==> src/rtl/div_sequencer.sv <==
// div_sequencer: control stage in front of the iterative divider.
// Issues one load cycle, CYCLES step cycles, then holds the divider while
// its quotient/remainder are captured into LO/HI. Divide-by-zero requests
// are answered immediately with done+div_zero and never start the divider.
module div_sequencer #(
  parameter int unsigned WIDTH  = 32,
  parameter int unsigned CYCLES = 32
) (
  input  logic             clk,
  input  logic             reset,
  input  logic             start,
  input  logic [WIDTH-1:0] op_a,
  input  logic [WIDTH-1:0] op_b,
  input  logic [WIDTH-1:0] quotient_in,
  input  logic [WIDTH-1:0] remainder_in,
  output logic [1:0]       div_select,
  output logic [WIDTH-1:0] dividend,
  output logic [WIDTH-1:0] divider,
  output logic             busy,
  output logic             done,
  output logic             div_zero,
  output logic [WIDTH-1:0] hi,
  output logic [WIDTH-1:0] lo
);

  // Divider select codes.
  localparam logic [1:0] SEL_LOAD = 2'b00;
  localparam logic [1:0] SEL_STEP = 2'b01;
  localparam logic [1:0] SEL_HOLD = 2'b11;

  // Counter must reach CYCLES-1; one spare bit keeps CYCLES=1 legal.
  localparam int unsigned CNT_W = $clog2(CYCLES + 1);
  localparam logic [CNT_W-1:0] LAST_STEP = CNT_W'(CYCLES - 1);

  typedef enum logic [1:0] {
    IDLE,
    LOAD,
    STEP,
    CAPTURE
  } state_t;

  state_t             state_q, state_d;
  logic [CNT_W-1:0]   cnt_q, cnt_d;
  logic [1:0]         sel_q, sel_d;
  logic [WIDTH-1:0]   dividend_q, dividend_d;
  logic [WIDTH-1:0]   divisor_q, divisor_d;
  logic               busy_q, busy_d;
  logic               done_q, done_d;
  logic               zero_q, zero_d;
  logic [WIDTH-1:0]   hi_q, hi_d;
  logic [WIDTH-1:0]   lo_q, lo_d;

  // Every output is a register; div_select is computed one state ahead so
  // that its registered value lines up with the state it belongs to.

  // State register and registered outputs, synchronous active-high reset.
  always_ff @(posedge clk) begin
    if (reset) begin
      state_q    <= IDLE;
      cnt_q      <= '0;
      sel_q      <= SEL_HOLD;
      dividend_q <= '0;
      divisor_q  <= '0;
      busy_q     <= 1'b0;
      done_q     <= 1'b0;
      zero_q     <= 1'b0;
      hi_q       <= '0;
      lo_q       <= '0;
    end else begin
      state_q    <= state_d;
      cnt_q      <= cnt_d;
      sel_q      <= sel_d;
      dividend_q <= dividend_d;
      divisor_q  <= divisor_d;
      busy_q     <= busy_d;
      done_q     <= done_d;
      zero_q     <= zero_d;
      hi_q       <= hi_d;
      lo_q       <= lo_d;
    end
  end

  // Next-state and next-output logic; pulses default low, everything else holds.
  always_comb begin
    state_d    = state_q;
    cnt_d      = cnt_q;
    sel_d      = sel_q;
    dividend_d = dividend_q;
    divisor_d  = divisor_q;
    busy_d     = busy_q;
    done_d     = 1'b0;
    zero_d     = 1'b0;
    hi_d       = hi_q;
    lo_d       = lo_q;

    unique case (state_q)
      IDLE: begin
        if (start) begin
          if (op_b != '0) begin
            dividend_d = op_a;
            divisor_d  = op_b;
            busy_d     = 1'b1;
            sel_d      = SEL_LOAD;
            state_d    = LOAD;
          end else begin
            // Zero divisor: answer at once, divider and results untouched.
            done_d = 1'b1;
            zero_d = 1'b1;
          end
        end
      end

      LOAD: begin
        cnt_d   = '0;
        sel_d   = SEL_STEP;
        state_d = STEP;
      end

      STEP: begin
        cnt_d = cnt_q + CNT_W'(1);
        if (cnt_q == LAST_STEP) begin
          sel_d   = SEL_HOLD;
          state_d = CAPTURE;
        end
      end

      CAPTURE: begin
        lo_d    = quotient_in;
        hi_d    = remainder_in;
        done_d  = 1'b1;
        busy_d  = 1'b0;
        state_d = IDLE;
      end

      default: begin
        state_d = IDLE;
        sel_d   = SEL_HOLD;
        busy_d  = 1'b0;
      end
    endcase
  end

  assign div_select = sel_q;
  assign dividend   = dividend_q;
  assign divider    = divisor_q;
  assign busy       = busy_q;
  assign done       = done_q;
  assign div_zero   = zero_q;
  assign hi         = hi_q;
  assign lo         = lo_q;

endmodule
==> config.mk <==
export PLATFORM = sky130hd
export DESIGN_NAME = div_sequencer
export DESIGN_NICKNAME = d
export VERILOG_FILES = /design/src/rtl/div_sequencer.sv
export SDC_FILE = /design/constraint.sdc
export NUM_CORES = 1
export LEC_CHECK = 0
export BUFFER_PORTS_ARGS = -buffer_cell sky130_fd_sc_hd__buf_2
export CELL_PAD_IN_SITES_DETAIL_PLACEMENT = 1
export CELL_PAD_IN_SITES_GLOBAL_PLACEMENT = 1
export CORE_MARGIN = 3
export CORE_UTILIZATION = 30
export CTS_CLUSTER_SIZE = 25
export DETAILED_ROUTE_END_ITERATION = 12
export HOLD_SLACK_MARGIN = 0.1
export PLACE_DENSITY_LB_ADDON = 0.1
export SETUP_SLACK_MARGIN = 0.2
export SYNTH_ARGS = -nofsm -noshare
export SYNTH_HDL_FRONTEND = slang
export SYNTH_SLANG_ARGS = --single-unit
==> constraint.sdc <==
create_clock -name clk -period 4.6 [get_ports clk]
set_input_delay 0.46 -clock clk [delete_from_list [all_inputs] [get_ports clk]]
set_output_delay 0.46 -clock clk [all_outputs]
set_load 0.005 [all_outputs]
==> out/qor.log, run 1 <==
qor: status.run_status finished, final reports clean
qor: clock_tree.postCtsHoldBufs 0
qor: clock_tree.clock_sinks 141
qor: clock_tree.cts.clk_slew.worst_paths 60 ps
qor: sta.final-setup-viol-count 0
qor: placement.detailed_place_hpwl 11700 µm
qor: placement.preCtsSetupSlack 1460 ps
qor: clock_tree.cts_setup_buffers 0
qor: clock_tree.cts_resized 0
qor: global_route.antenna_found_initial 4
qor: finish.multi_input_comb_area 2250 µm²
qor: finish.layout.filler_cells 1992
qor: power_and_ir_drop.vdd_ir_drop_max 0.256 mV
qor: drt.final_antenna_net_count 0
qor: synth.synth_seq_cells 141
qor: clock_tree.cts_htree_levels 4
qor: sta.clock-skew-final 4.70 ps
qor: floorplan.floorplan.core_area 16900 µm²
qor: critical_path.cp_max_fo 23
qor: drt.drt_pre_antenna_iters 4
qor: flow_run.drv_cap 0
qor: finish.nets 899
qor: drt.detailedRoute.firstIterationViolations 137
qor: critical_path.required 4860 ps
qor: floorplan.y_dimension_of_the_die 139 µm
qor: drt.via_per_inst 4.54
qor: sta.max_freq 375 MHz
qor: synth.seq_area_frac_synth 0.533
qor: global_route.grt_first_pass_wirelength 24700 µm
qor: global_route.track_usage 0.159
qor: synth.synthCells 508
qor: sta.timing.setup.tns 0 ps
qor: placement.io_buffers 263
qor: sta.worst_pin_slew 1020 ps
qor: finish.layout_commonest_cell sky130_fd_sc_hd__buf_2
qor: sta.max_slew_violation_count 0
qor: synth.distinct_cell_type_count_after_synthesis 26
qor: sta.fin_crit 2660 ps
qor: drt.highest-signal-layer met5
qor: placement.place_area 6740 µm²
qor: sta.fin_crit_sh 0.579
qor: floorplan.initial_core_util 0.313
qor: global_route.global_route.overflow_total 0
qor: clock_tree.clockRootBuffer sky130_fd_sc_hd__clkbuf_16
qor: drt.detailroute.via_count 4526
qor: drt.drcViolationCount 0
qor: synth.syn-cell-area 5290 µm²
qor: finish.layout.cells.most_common_list 262 x sky130_fd_sc_hd__buf_2, 142 x sky130_fd_sc_hd__nor2_1, 141 x sky130_fd_sc_hd__dfxtp_1
qor: global_route.grt_max_degree 83
qor: finish.drive_gt1_frac 0.389
qor: floorplan.ios 264
qor: finish.flow.area_growth_from_synthesis 39.5%
qor: power_and_ir_drop.power_per_cell_area 518 nW/µm²
qor: drt.routed_met2_length 7840 µm
qor: critical_path.timing_worst_setup_path_type in -> reg
qor: sta.final_critical_path_setup_slack 1940 ps
qor: sta.slew_headroom 0.318
qor: floorplan.die_area 19300 µm²
qor: floorplan.die_width 139 µm
qor: critical_path.cp.arrival 2930 ps
qor: drt.met3WireLength 877 µm
qor: synth.syn_avg_cell_area 10.4 µm²
qor: clock_tree.clkLatencyLatePin 410 ps
qor: sta.final_hold_viol_count 0
qor: synth.postSynthNetCount 645
qor: drt.drt-wirelength-per-cell 15.6 µm
qor: clock_tree.tritoncts.num_buffers 17
qor: critical_path.worstSetupEndpointType register
qor: global_route.first_global_vias 4595
qor: finish.layout.area.seq 2820 µm²
qor: critical_path.setup.worst_path.start_class input pin
qor: sta.hold_ws 280 ps
qor: finish.final_cell_area 7380 µm²
qor: drt.wirelength 15600 µm
qor: placement.last_weighted_congestion_value_of_the_routability_driven_placer 0.810
qor: finish.final_core_utilization 0.436
qor: power_and_ir_drop.static-leakage-power 3.68 nW
qor: clock_tree.clock_path_buffers 2
qor: floorplan.core.rowCount 47
qor: sta.rsz0062_at_grt no
qor: worst_hold_path.type_of_the_tightest_min_delay_check in -> reg
qor: clock_tree.tritoncts_clock_tree done
qor: drt.routedLengthMet1 6400 µm
qor: synth.ys.warnings.count 0
worst max-delay path: stages:
cell and delay, ps:
sky130_fd_sc_hd__buf_2 110, sky130_fd_sc_hd__nor4_1 370, sky130_fd_sc_hd__nand4_1 370, sky130_fd_sc_hd__o211ai_4 920, sky130_fd_sc_hd__buf_4 380, sky130_fd_sc_hd__mux2i_1 240
sky130_fd_sc_hd__nor2_1 60
synth_stat cells (all sizes together):
library cell,count,area share
o211ai,1,0.0024
nand2b,6,0.0071
dfxtp,141,0.53
ha,6,0.014
a2bb2oi,1,0.0017
a21oi,4,0.0038
a221oi,1,0.0017
mux2,1,0.0021
mux2i,131,0.25
nor2b,4,0.0047
o21ai,6,0.0057
a21boi,1,0.0014
o31ai,1,0.0014
o32ai,1,0.0017
nor2,142,0.10
nand3,6,0.0057
clkbuf,21,0.015
nand2,5,0.0035
inv,6,0.0043
nand4,2,0.0024
o311ai,1,0.0031
nor4,8,0.0095
buf,12,0.027
stage by stage:
step | cells | power [W]
after floorplan | 508 | 0.00207
after global placement | 963 | 0.00235
after detailed placement | 963 | 0.00239
after CTS | 994 | 0.00390
after global routing | 997 | 0.00405
final | 997 | 0.00383
flip-flops by register name (all words and copies together), names as in the netlist:
register,cells
lo,32
div_zero,1
done,1
divider,32
busy,1
div_select,2
cnt_q,6
dividend,32
hi,32
state_q,2
kinds of logic (layout without fill, tap and decap cells):
logic type,Yosys count,after routing,share of synthesized area
AO/OA/AOI/OAI,17,17,0.0227
adder cells (fa/ha/maj),6,6,0.0142
buffers and inverters,39,305,0.0463
flip-flops,141,141,0.533
multiplexers,132,132,0.250
other,0,3,0
AND/OR/NAND/NOR,173,173,0.134
layout make-up:
cell class	count	share of cell area
clock buffer	20	0.0605
timing repair buffer	268	0.185
multi-input combinational	328	0.304
sequential	141	0.382
antenna	3	0.00102
tap	220	0.0373
clock inverter	11	0.0259
inverter	6	0.00305
per-layer routing:
metal	GRT usage	vias up
met1	0.182	2131
met5	0	-
met4	0.0716	2
li1	-	2215
met2	0.274	148
met3	0.0455	30
final timing paths:
path	start	endpoint	slack [ps]	cells after the start
setup / recovery	op_b[16]	divider[20]$_SDFFE_PP0P_	1940	7
hold / removal	op_a[27]	dividend[27]$_SDFFE_PP0P_	280	3
hold reg to reg	lo[13]$_SDFFE_PP0N_	lo[13]$_SDFFE_PP0N_	480	2
setup reg to reg	state_q[0]$_SDFFE_PP0P_	divider[20]$_SDFFE_PP0P_	2520	6
where the power goes:
| part | switching (W) | leakage [nW] | internal, W |
|---|---|---|---|
| registers | 0.0000977 | 1.15 | 0.00140 |
| clock network | 0.000513 | 0.302 | 0.000972 |
| logic | 0.000425 | 2.23 | 0.000415 |
Note: power is estimated with default switching activity, not from simulation.
==> run 2, diff against run 1 <==
==> constraint.sdc (replaced) <==
create_clock -name clk -period 2.74 [get_ports clk]
set_input_delay 0.274 -clock clk [delete_from_list [all_inputs] [get_ports clk]]
set_output_delay 0.274 -clock clk [all_outputs]
set_load 0.005 [all_outputs]
==> run 2 against run 1 <==
  * Sequential power is 68% higher
  * Sequential share of layout area is 3.5 points lower
  * Critical path depth is 1 higher
  * Critical path type unchanged
  * Critical endpoint is now dividend[20]$_SDFFE_PP0P_
  * Largest cell class unchanged
  * Largest power group unchanged
==> out/qor.log, run 2 (synthesis gave the netlist of run 1 again) <==
qor: sta.final_hold_viol_count 0 [unchanged]
qor: finish.layout.area.seq 2820 µm² [unchanged]
qor: drt.detailedRoute.firstIterationViolations 109 [was 137]
qor: global_route.antenna_found_initial 0 [was 4]
qor: critical_path.r2r_start state_q[0]$_SDFFE_PP0P_ [unchanged]
qor: clock_tree.clkLatencyLatePin 410 ps [about the same]
qor: worst_hold_path.worst_hold_depth 3 [unchanged]
qor: global_route.grt_first_pass_wirelength 26200 µm [was 24700 µm]
qor: clock_tree.tritoncts_clock_tree done [unchanged]
qor: placement.io_buffers 263 [unchanged]
qor: sta.max_freq 429 MHz
qor: floorplan.core.rowCount 47 [unchanged]
qor: drt.drcViolationCount 0 [unchanged]
qor: drt.drt-wirelength-per-cell 15.5 µm [was 15.6 µm]
qor: power_and_ir_drop.vdd_ir_drop_max 0.421 mV [was 0.256 mV]
qor: critical_path.r2r.worst_path.cells 6 [unchanged]
qor: sta.final-setup-viol-count 0 [unchanged]
qor: worst_hold_path.type_of_the_tightest_min_delay_check in -> reg [unchanged]
qor: critical_path.required 3000 ps [was 4860 ps]
qor: sta.max_slew_violation_count 0 [unchanged]
qor: floorplan.die_width 139 µm [unchanged]
qor: floorplan.y_dimension_of_the_die 139 µm [unchanged]
qor: power_and_ir_drop.netSwitchingFraction 0.271 [about the same]
qor: sta.clock-skew-final 8.73 ps [was 4.70 ps]
qor: critical_path.cp_max_fo 39 [was 23]
qor: finish.num_antenna_cells 0 [was 3]
qor: status.run_status finished, final reports clean [unchanged]
qor: power_and_ir_drop.static-leakage-power 4.01 nW [was 3.68 nW]
qor: global_route.global_route.overflow_total 0 [unchanged]
qor: drt.final_antenna_net_count 0 [unchanged]
qor: power_and_ir_drop.comb_power_share 0.233 [was 0.220]
qor: finish.drive_gt1_frac 0.360 [was 0.389]
qor: floorplan.initial_core_util 0.313 [unchanged]
qor: global_route.track_usage 0.168 [was 0.159]
qor: clock_tree.clock_path_buffers 2 [unchanged]
qor: placement.detailed_place_hpwl 11900 µm [was 11700 µm]
qor: power_and_ir_drop.clock_power_share 0.383 [was 0.388]
qor: global_route.first_global_vias 5082 [was 4595]
qor: drt.drt_pre_antenna_iters 4 [unchanged]
qor: floorplan.floorplan.core_area 16900 µm² [unchanged]
qor: sta.rsz0062_at_grt no [unchanged]
qor: critical_path.timing_worst_setup_path_type in -> reg [unchanged]
qor: sta.fin_crit_sh 0.850
qor: worst_hold_path.worstHoldStart quotient_in[14] [was op_a[27]]
qor: global_route.grt_max_degree 67 [was 83]
qor: finish.layout.filler_cells 1982 [was 1992]
qor: flow_run.drv_cap 0 [unchanged]
qor: clock_tree.clock_sinks 141 [unchanged]
qor: power_and_ir_drop.sequentialPowerShare 0.383 [was 0.392]
qor: critical_path.cp.arrival 2590 ps [was 2930 ps]
qor: critical_path.worstSetupEndpointType register [unchanged]
qor: power_and_ir_drop.internal 0.00479 W [was 0.00279 W]
qor: finish.final_cell_count_no_fill 1064 [was 997]
qor: drt.via_per_inst 4.54 [about the same]
qor: drt.detailroute.via_count 4830 [was 4526]
qor: sta.worst_pin_slew 665 ps [was 1020 ps]
qor: placement.place_area 6790 µm² [was 6740 µm²]
qor: placement.placed_cells_incl_taps 965 [was 963]
qor: finish.layout_commonest_cell sky130_fd_sc_hd__buf_2 [unchanged]
qor: clock_tree.cts_htree_levels 4 [unchanged]
qor: finish.flow.area_growth_from_synthesis 53.5% [was 39.5%]
qor: sta.fin_crit 2330 ps
qor: finish.nets 970 [was 899]
qor: sta.slew_headroom 0.557 [was 0.318]
qor: floorplan.ios 264 [unchanged]
qor: finish.multi_input_comb_area 2250 µm² [unchanged]
qor: sta.final_critical_path_setup_slack 410 ps [was 1940 ps]
qor: critical_path.rrSetupSlack 920 ps [was 2520 ps]
qor: clock_tree.cts_setup_buffers 0 [unchanged]
qor: worst_hold_path.hold_end lo[14]$_SDFFE_PP0N_ [was dividend[27]$_SDFFE_PP0P_]
qor: floorplan.die_area 19300 µm² [unchanged]
qor: finish.layout.cells.most_common_list 262 x sky130_fd_sc_hd__buf_2, 142 x sky130_fd_sc_hd__nor2_1, 141 x sky130_fd_sc_hd__dfxtp_1 [unchanged]
qor: placement.last_weighted_congestion_value_of_the_routability_driven_placer 0.762 [was 0.810]
qor: power_and_ir_drop.net_switching_power 0.00178 W [was 0.00104 W]
qor: placement.preCtsSetupSlack 489 ps [was 1460 ps]
qor: critical_path.timing.rr.end div_select[0]$_SDFFE_PP1P_ [was divider[20]$_SDFFE_PP0P_]
qor: sta.hold_ws 116 ps [was 280 ps]
qor: clock_tree.cts.clk_slew.worst_paths 60 ps [about the same]
qor: clock_tree.clockRootBuffer sky130_fd_sc_hd__clkbuf_16 [unchanged]
qor: finish.final_cell_area 8120 µm² [was 7380 µm²]
qor: sta.timing.setup.tns 0 ps [unchanged]
qor: power_and_ir_drop.power_per_cell_area 808 nW/µm² [was 518 nW/µm²]
qor: critical_path.setup.worst_path.start_class input pin [unchanged]
qor: drt.wirelength 16500 µm [was 15600 µm]
qor: clock_tree.tritoncts.num_buffers 17 [unchanged]
-- run 2: cell count changes in the layout (fill, tap and decap cells not counted), sizes merged, moves of 2 or more --
cell / delta
clkinvlp: -2
diode: -3
dlygate4sd3: +69
buf: +2
-- run 2: final cells by class --
class | instances | area share
timing repair buffer | 339 | 0.260
sequential | 141 | 0.348
tap | 220 | 0.0339
inverter | 6 | 0.00277
clock buffer | 19 | 0.0558
multi-input combinational | 328 | 0.277
clock inverter | 11 | 0.0234
-- run 2: metal layers --
layer | global-route usage | share of wire
met4 | 0.0623 | 0.020
met2 | 0.309 | 0.53
met1 | 0.188 | 0.41
met3 | 0.0383 | 0.049
met5 | 0 | 0
-- run 2: worst max-delay path, stage by stage --
cell	delay (ps)
sky130_fd_sc_hd__dlygate4sd3_1	530
sky130_fd_sc_hd__buf_2	130
sky130_fd_sc_hd__nor4_1	330
sky130_fd_sc_hd__nand4_1	330
sky130_fd_sc_hd__o211ai_4	350
sky130_fd_sc_hd__buf_12	300
sky130_fd_sc_hd__mux2i_1	240
sky130_fd_sc_hd__nor2_1	60
-- run 2: power groups by stage --
| stage | clock (W) | sequential, W | combinational (W) |
|---|---|---|---|
| 3_3_place_gp | 0 | 0.00254 | 0.00142 |
| 6_report | 0.00251 | 0.00252 | 0.00153 |
| 5_1_grt | 0.00268 | 0.00256 | 0.00169 |
| 4_1_cts | 0.00259 | 0.00252 | 0.00155 |
| 3_5_place_dp | 0 | 0.00256 | 0.00147 |
| 2_1_floorplan | 0 | 0.00257 | 0.000902 |
-- run 2: worst max path at each step --
| stage | endpoint | startpoint | cells after the start |
|---|---|---|---|
| global route | dividend[26]$_SDFFE_PP0P_ | op_b[15] | 8 |
| CTS | divider[17]$_SDFFE_PP0P_ | op_b[15] | 8 |
| finish | dividend[20]$_SDFFE_PP0P_ | op_b[15] | 8 |
| global placement | divider[22]$_SDFFE_PP0P_ | op_b[16] | 7 |
| floorplan | dividend[17]$_SDFFE_PP0P_ | op_b[16] | 7 |
| detailed placement | divider[17]$_SDFFE_PP0P_ | op_b[15] | 7 |
-- run 2: stage by stage --
step	util	power, W
after global routing	0.480	0.00693
after CTS	0.479	0.00667
final	0.480	0.00656
after detailed placement	0.401	0.00403
after floorplan	-	0.00348
after global placement	0.401	0.00397
-- run 2: what timing repair did --
| item | CTS | global route |
|---|---|---|
| gates resized for setup | 0 | 0 |
| hold buffers | 68 | 1 |
| endpoints found under the hold margin | 68 | 1 |
| setup endpoints to repair | 0 | 0 |
